[config.mk]
export PLATFORM = sky130hd
export DESIGN_NAME = grayscaler
export DESIGN_NICKNAME = d
export VERILOG_FILES = /design/src/rtl/grayscaler.sv
export SDC_FILE = /design/constraint.sdc
export NUM_CORES = 1
export LEC_CHECK = 0
export ABC_AREA = 1
export BUFFER_PORTS_ARGS = -buffer_cell sky130_fd_sc_hd__buf_2
export CAP_MARGIN = 20
export CORE_UTILIZATION = 49
export CTS_CLUSTER_DIAMETER = 50
export DETAILED_ROUTE_END_ITERATION = 10
export PLACE_DENSITY = 0.66
export SLEW_MARGIN = 10
export SYNTH_ARGS = -nofsm -noshare
export SYNTH_HDL_FRONTEND = slang
export SYNTH_SLANG_ARGS = --single-unit
[constraint.sdc]
create_clock -name clk -period 8.3 [get_ports clk]
set_input_delay 1.245 -clock clk [delete_from_list [all_inputs] [get_ports clk]]
set_output_delay 1.245 -clock clk [all_outputs]
set_load 0.01 [all_outputs]
[src/rtl/grayscaler.sv]
// RGB byte stream to 8-bit grayscale converter with a 2-entry output FIFO and frame FSM.
// Build option: define GRAYSCALER_ROUND_EN to add +128 rounding before the >>8 (default truncates).
module grayscaler #(
  parameter int N = 5,
  parameter int M = 5
) (
  input  logic       clk,
  input  logic       rst_n,
  input  logic       start,
  input  logic [7:0] data_in,
  input  logic       in_valid,
  output logic       pause,
  output logic [7:0] gray_out,
  output logic       gray_valid,
  input  logic       gray_ready,
  output logic       busy,
  output logic       done
);

  localparam int PIX = N * M;
  localparam int CW  = $clog2(PIX + 1);
`ifdef GRAYSCALER_ROUND_EN
  localparam logic [15:0] ROUND = 16'd128;
`else
  localparam logic [15:0] ROUND = 16'd0;
`endif

  typedef enum logic [1:0] {IDLE, RUN, DRAIN, DONE} state_t;

  state_t        state_reg, state_next;
  logic [1:0]    phase_reg, phase_next;
  logic [7:0]    r_reg, r_next, g_reg, g_next;
  logic [CW-1:0] pix_reg, pix_next;
  logic [1:0]    count_reg, count_next;
  logic          rd_ptr_reg, rd_ptr_next, wr_ptr_reg, wr_ptr_next;
  logic [7:0]    mem [0:1];

  logic          accept, push, pop;
  logic [15:0]   acc;
  logic [7:0]    gray;

  // pause depends only on registered state, so upstream sees no input-to-output path
  assign pause      = (count_reg == 2'd2) || (state_reg == DRAIN);
  assign accept     = (state_reg == RUN) && in_valid && !pause;
  assign push       = accept && (phase_reg == 2'd2);
  assign gray_valid = (count_reg != 2'd0);
  assign pop        = gray_valid && gray_ready;
  assign gray_out   = gray_valid ? mem[rd_ptr_reg] : 8'h00;
  assign busy       = (state_reg == RUN) || (state_reg == DRAIN);
  assign done       = (state_reg == DONE);

  // B byte comes straight from data_in so the pixel is pushed on the edge it is accepted
  assign acc  = 16'd77 * {8'd0, r_reg} + 16'd150 * {8'd0, g_reg}
              + 16'd29 * {8'd0, data_in} + ROUND;
  assign gray = 8'(acc >> 8);

  always_comb begin
    state_next  = state_reg;
    phase_next  = phase_reg;
    r_next      = r_reg;
    g_next      = g_reg;
    pix_next    = pix_reg;
    count_next  = count_reg;
    rd_ptr_next = rd_ptr_reg;
    wr_ptr_next = wr_ptr_reg;

    if (push && !pop)
      count_next = count_reg + 2'd1;
    else if (!push && pop)
      count_next = count_reg - 2'd1;
    if (push)
      wr_ptr_next = ~wr_ptr_reg;
    if (pop)
      rd_ptr_next = ~rd_ptr_reg;

    case (state_reg)
      IDLE: begin
        if (start) begin
          phase_next  = 2'd0;
          pix_next    = '0;
          count_next  = 2'd0;
          rd_ptr_next = 1'b0;
          wr_ptr_next = 1'b0;
          state_next  = RUN;
        end
      end
      RUN: begin
        if (accept) begin
          case (phase_reg)
            2'd0:    begin r_next = data_in; phase_next = 2'd1; end
            2'd1:    begin g_next = data_in; phase_next = 2'd2; end
            default: phase_next = 2'd0;
          endcase
        end
        if (push) begin
          pix_next = pix_reg + CW'(1);
          if (pix_reg == CW'(PIX - 1))
            state_next = DRAIN;
        end
      end
      DRAIN: begin
        if (count_reg == 2'd0)
          state_next = DONE;
      end
      default: state_next = IDLE;
    endcase
  end

  always_ff @(posedge clk or negedge rst_n) begin
    if (!rst_n) begin
      state_reg  <= IDLE;
      phase_reg  <= 2'd0;
      r_reg      <= 8'd0;
      g_reg      <= 8'd0;
      pix_reg    <= '0;
      count_reg  <= 2'd0;
      rd_ptr_reg <= 1'b0;
      wr_ptr_reg <= 1'b0;
    end else begin
      state_reg  <= state_next;
      phase_reg  <= phase_next;
      r_reg      <= r_next;
      g_reg      <= g_next;
      pix_reg    <= pix_next;
      count_reg  <= count_next;
      rd_ptr_reg <= rd_ptr_next;
      wr_ptr_reg <= wr_ptr_next;
    end
  end

  // FIFO storage needs no reset: gray_out is masked whenever count is zero
  always_ff @(posedge clk) begin
    if (push)
      mem[wr_ptr_reg] <= gray;
  end

endmodule
# == After elaboration in Yosys (flattened, before gate mapping) ==
# Memories as Yosys holds them, arrays and structs flattened.
# Cells that the tools add are included.
# word_totals
input_bits,13
ram_bits,16
output_inout_bits,12
n_memories,1
regBits,29
word_cells,77
# classes
n_mul,3
eq_ne,12
n_mux,25
bitwise,2
reduce_logical,21
add_sub_neg,5
# mem_list
name,depth,width,rd,rd_clocked_by_memory_dff,write_ports,line_no,text
mem,2,8,1,0,1,36,logic [7:0] mem [0:1];
# op_table
op,count
"multiplier 7 x 8 -> 15 bit, first input constant",2
2-to-1 mux 2 bit,10
adder 15 x 16 -> 16 bit,1
adder 16 x 13 -> 16 bit,1
"multiplier 5 x 8 -> 13 bit, first input constant",1
AND reduction 3 bit,4
2-to-1 mux 5 bit,2
case mux 5 bit (2 select lines),1
"== test 2 bit, second input constant",4
2-to-1 mux 1 bit,8
2-to-1 mux 8 bit,1
case mux 2 bit (2 select lines),2
logical AND 1 bit,6
zero test 2 bit,3
"inequality test 2 bit, second input constant",3
case mux 2 bit (3 select lines),1
"adder 5 x 1 -> 5 bit, second input constant",1
"== test 5 bit, second input constant",1
"== test 2 x 1 -> 1 bit, second input constant",2
"inequality test 2 x 1 -> 1 bit, second input constant",2
AND reduction 4 bit,1
nonzero test 2 bit,2
zero test 1 bit,3
"adder 2 x 1 -> 2 bit, second input constant",1
3 further kinds,5

# == Longest topological paths before layout ==
# depth
word_depth,11
ltp_mapped,28
depth_no_buf,28

# == Least setup slack after synthesis ==
# OpenSTA, ideal clock, no wires.
# synth_path
path_kind,reg-to-reg
startpoint,register g_reg[5]
endpoint,"memory mem[0][7], data pin"
t_required_ns,8.044
period_less_slack_ns,5.789
stages_incl_launch_ff,26
setup_ns,0.256
arrival_ns,5.533
n_path_buf,0
path_slack_ns,2.511
path_cell_list,dfrtp_1 -> ha_1 -> ha_1 -> ha_1 -> inv_1 -> fa_1 -> inv_1 -> ha_1 -> a21o_1 -> a21oi_1 -> xnor2_1 -> fa_1 -> fa_1 -> inv_1 -> fa_1 -> fa_1 -> inv_1 -> ha_1 -> nand2_1 -> nor2_1 -> and2_1 -> nand2_1 -> nand2_1 -> inv_1 -> nand3_1 -> nand2_1
# synth_via
elab_chain_cells,3
# synth_rtl
item,line_no,text
"start, declared",32,"logic [7:0] r_reg, r_next, g_reg, g_next;"
"start signal, assigned",123,g_reg <= g_next;
multiplier 7 x 8 -> 15 bit,53,"assign acc = 16'd77 * {8'd0, r_reg} + 16'd150 * {8'd0, g_reg}"
adder 15 x 16 -> 16 bit,53,
adder 16 x 13 -> 16 bit,54,"+ 16'd29 * {8'd0, data_in} + ROUND;"
named net acc[15],39,logic [15:0] acc;
"end, declared",36,
# The timed path passes the listed nets, and every way through them passes these cells.

# == Final worst setup path ==
# layout_path
startpoint,register g_reg[3]
endpoint,"memory mem[0][7], data pin"
# The elaborated chain is that of the path after synthesis.

==> reports/metrics.cfg <==
[clock_tree]
insertion_delay_ns=0.33
clkSinkCount=45
cts.path.max_buffers=2
clockRootBuffer=clkbuf_8
clkTransAtPathRegs_ns=0.11
post-cts-setup-buffers=0
numCtsBuffers=5
cts_resized=0
htreeDepth=2
hold_buffers=0
cts_tree=done

[layout]
finalNonFillerCells=803
final_common_cell=inv_1
diodes=0
mostFrequentLayoutCells=inv_1, nand2_1, ha_1, fa_1, nor2_1
largest_register_ffs=16
nets=824
area_growth_pct=6.84
drive_above_1_share_pct=6.64

[setup_path]
cpMostUsedCell=inv_1
startpoint_type=register
timing.rr.end=mem[0][7]
r2r_start=g_reg[3]
worstPathRequired_ns=8.38
worstPathArrival_ns=6.23
critical-path-slowest-cell=fa_1
cp_num_buf_inv=6
reg2reg_depth=26
path_delay_family=adder cells
crit_fanout=5
cpPeakStageDelay_ns=0.54
critical_path_class=register to register
reg2reg_slack_ns=2.14
endpoint_kind=register

[synthesis]
ys_types=34
synth_edf_count=16
synthesis.area_um2=5430
ys_ff_latch=45
synth.avg_cell_area_um2=8.55
ys_seq_area_share_pct=22.2
syn-num-nets=797
synthArstFlopShare_pct=64.4
netlist_instances=635
ys_warn_count=0
ys.flop_type=dfrtp_1

[route]
num_vias=3915
first_pass_iters=5
first_iter_violations=171
drc=0
drt_wl_total_um=10400
ant_nets=0
viasPerCell=4.88
wl_per_cell_um=13.0

[placement]
routabilityCongestion=0.852
dp_hpwl_um=8940
numPortBuffers=24
place_inst=795

[timing]
fin_crit_ns=6.16
hold_viol=0
setup_viol=0
slew_viol_final=0
fin_tns_setup_ns=0
worst_pin_slew_ns=0.705
slew_headroom_pct=53.0
fin_crit_sh_pct=74.2
rsz0062_at_grt=false
timing.fmax_mhz=162
skew_ns=0.0144

[min_path]
min-delay-start=count_reg[0]
hold-path-cell-count=3
min_to=count_reg[0]
hold_class=register to register

[run_status]
status=finished, final reports clean

[floorplanning]
fp.dieW_um=107
start_util_pct=50.1
dieArea_um2=11500
io_pins=25
dieHeight_um=107
fp-row-count=38
coreArea_um2=10800

[global_routing]
grt_antenna_before_repair=0
grt_max_degree=30
track_usage_pct=19.6
grt_pass1_vias=3918
grt_pass1_wl_um=17600
overflow=0

[flow_run]
maxCapViolations=0

stage by stage:
step | worst slack [ns] | cell area (um2) | hold WS [ns] | util (%)
after CTS | 2.16 | 5800 | 0.543 | 53.5
after floorplan | 2.51 | 5430 | 0.481 | -
after global routing | 1.78 | 5800 | 0.589 | 53.5
final | 2.14 | 5800 | 0.540 | 53.5
after detailed placement | 2.17 | 5710 | 0.519 | 52.6
after global placement | 2.28 | 5710 | 0.508 | 52.6
cells in the mapped netlist (3+ instances only):
cell	number	area (um2)
edfxtp_1	16	480
nand2_1	117	439
dfrtp_1	29	726
xnor2_1	5	43.8
o21ai_0	35	175
nand3_1	27	135
fa_1	55	1100
a21oi_1	21	105
nor3_1	3	15.0
nand2_2	3	18.8
nand4_1	3	18.8
xor2_1	9	78.8
ha_1	94	1180
a21o_1	3	22.5
inv_1	148	556
o21bai_1	3	22.5
nor2_1	45	169
worst max-delay path by stage:
stage / startpoint / to / slack (ns) / depth (start not counted)
final: g_reg[3] / mem[0][7] / 2.14 / 26
after global routing: g_reg[4] / mem[0][7] / 1.78 / 26
after CTS: g_reg[5] / mem[1][7] / 2.16 / 26
after detailed placement: g_reg[5] / mem[0][7] / 2.17 / 26
after global placement: g_reg[5] / mem[0][7] / 2.28 / 25
after floorplan: g_reg[5] / mem[0][7] / 2.51 / 25
per-layer routing:
layer	up-vias	wire [um]	GRT usage [%]
li1	2033	-	-
met1	1820	5070	26.0
met2	55	5020	34.8
met3	7	256	2.36
met4	0	75	3.23
met5	-	0	0
area by class of cell:
cell class / count / area [um2]
Fill cell: 1048 / 5040
Multi-Input combinational cell: 435 / 3630
Sequential cell: 45 / 1210
Inverter: 151 / 569
Tap cell: 140 / 175
Timing Repair Buffer: 24 / 120
Clock buffer: 5 / 68.8
Clock inverter: 3 / 28.8
worst min-delay path, delay by kind of cell (launching register included):
| family | cells | cell delay (ns) |
|---|---|---|
| flip-flops | 1 | 0.38 |
| AND/OR/NAND/NOR | 3 | 0.14 |
logic make-up (layout without fill, tap and decap cells):
group	Yosys count	after routing	share of synthesized area, %
flops	45	45	22.2
buf+inv	155	183	10.9
fa+ha+maj	149	149	41.9
simple gates	205	205	15.9
compound gates	67	67	6.80
xor+xnor	14	14	2.26
Power is left out: the tool's default activity adds up to more than one toggle a clock period on the data nets, which glitch-free logic cannot reach.
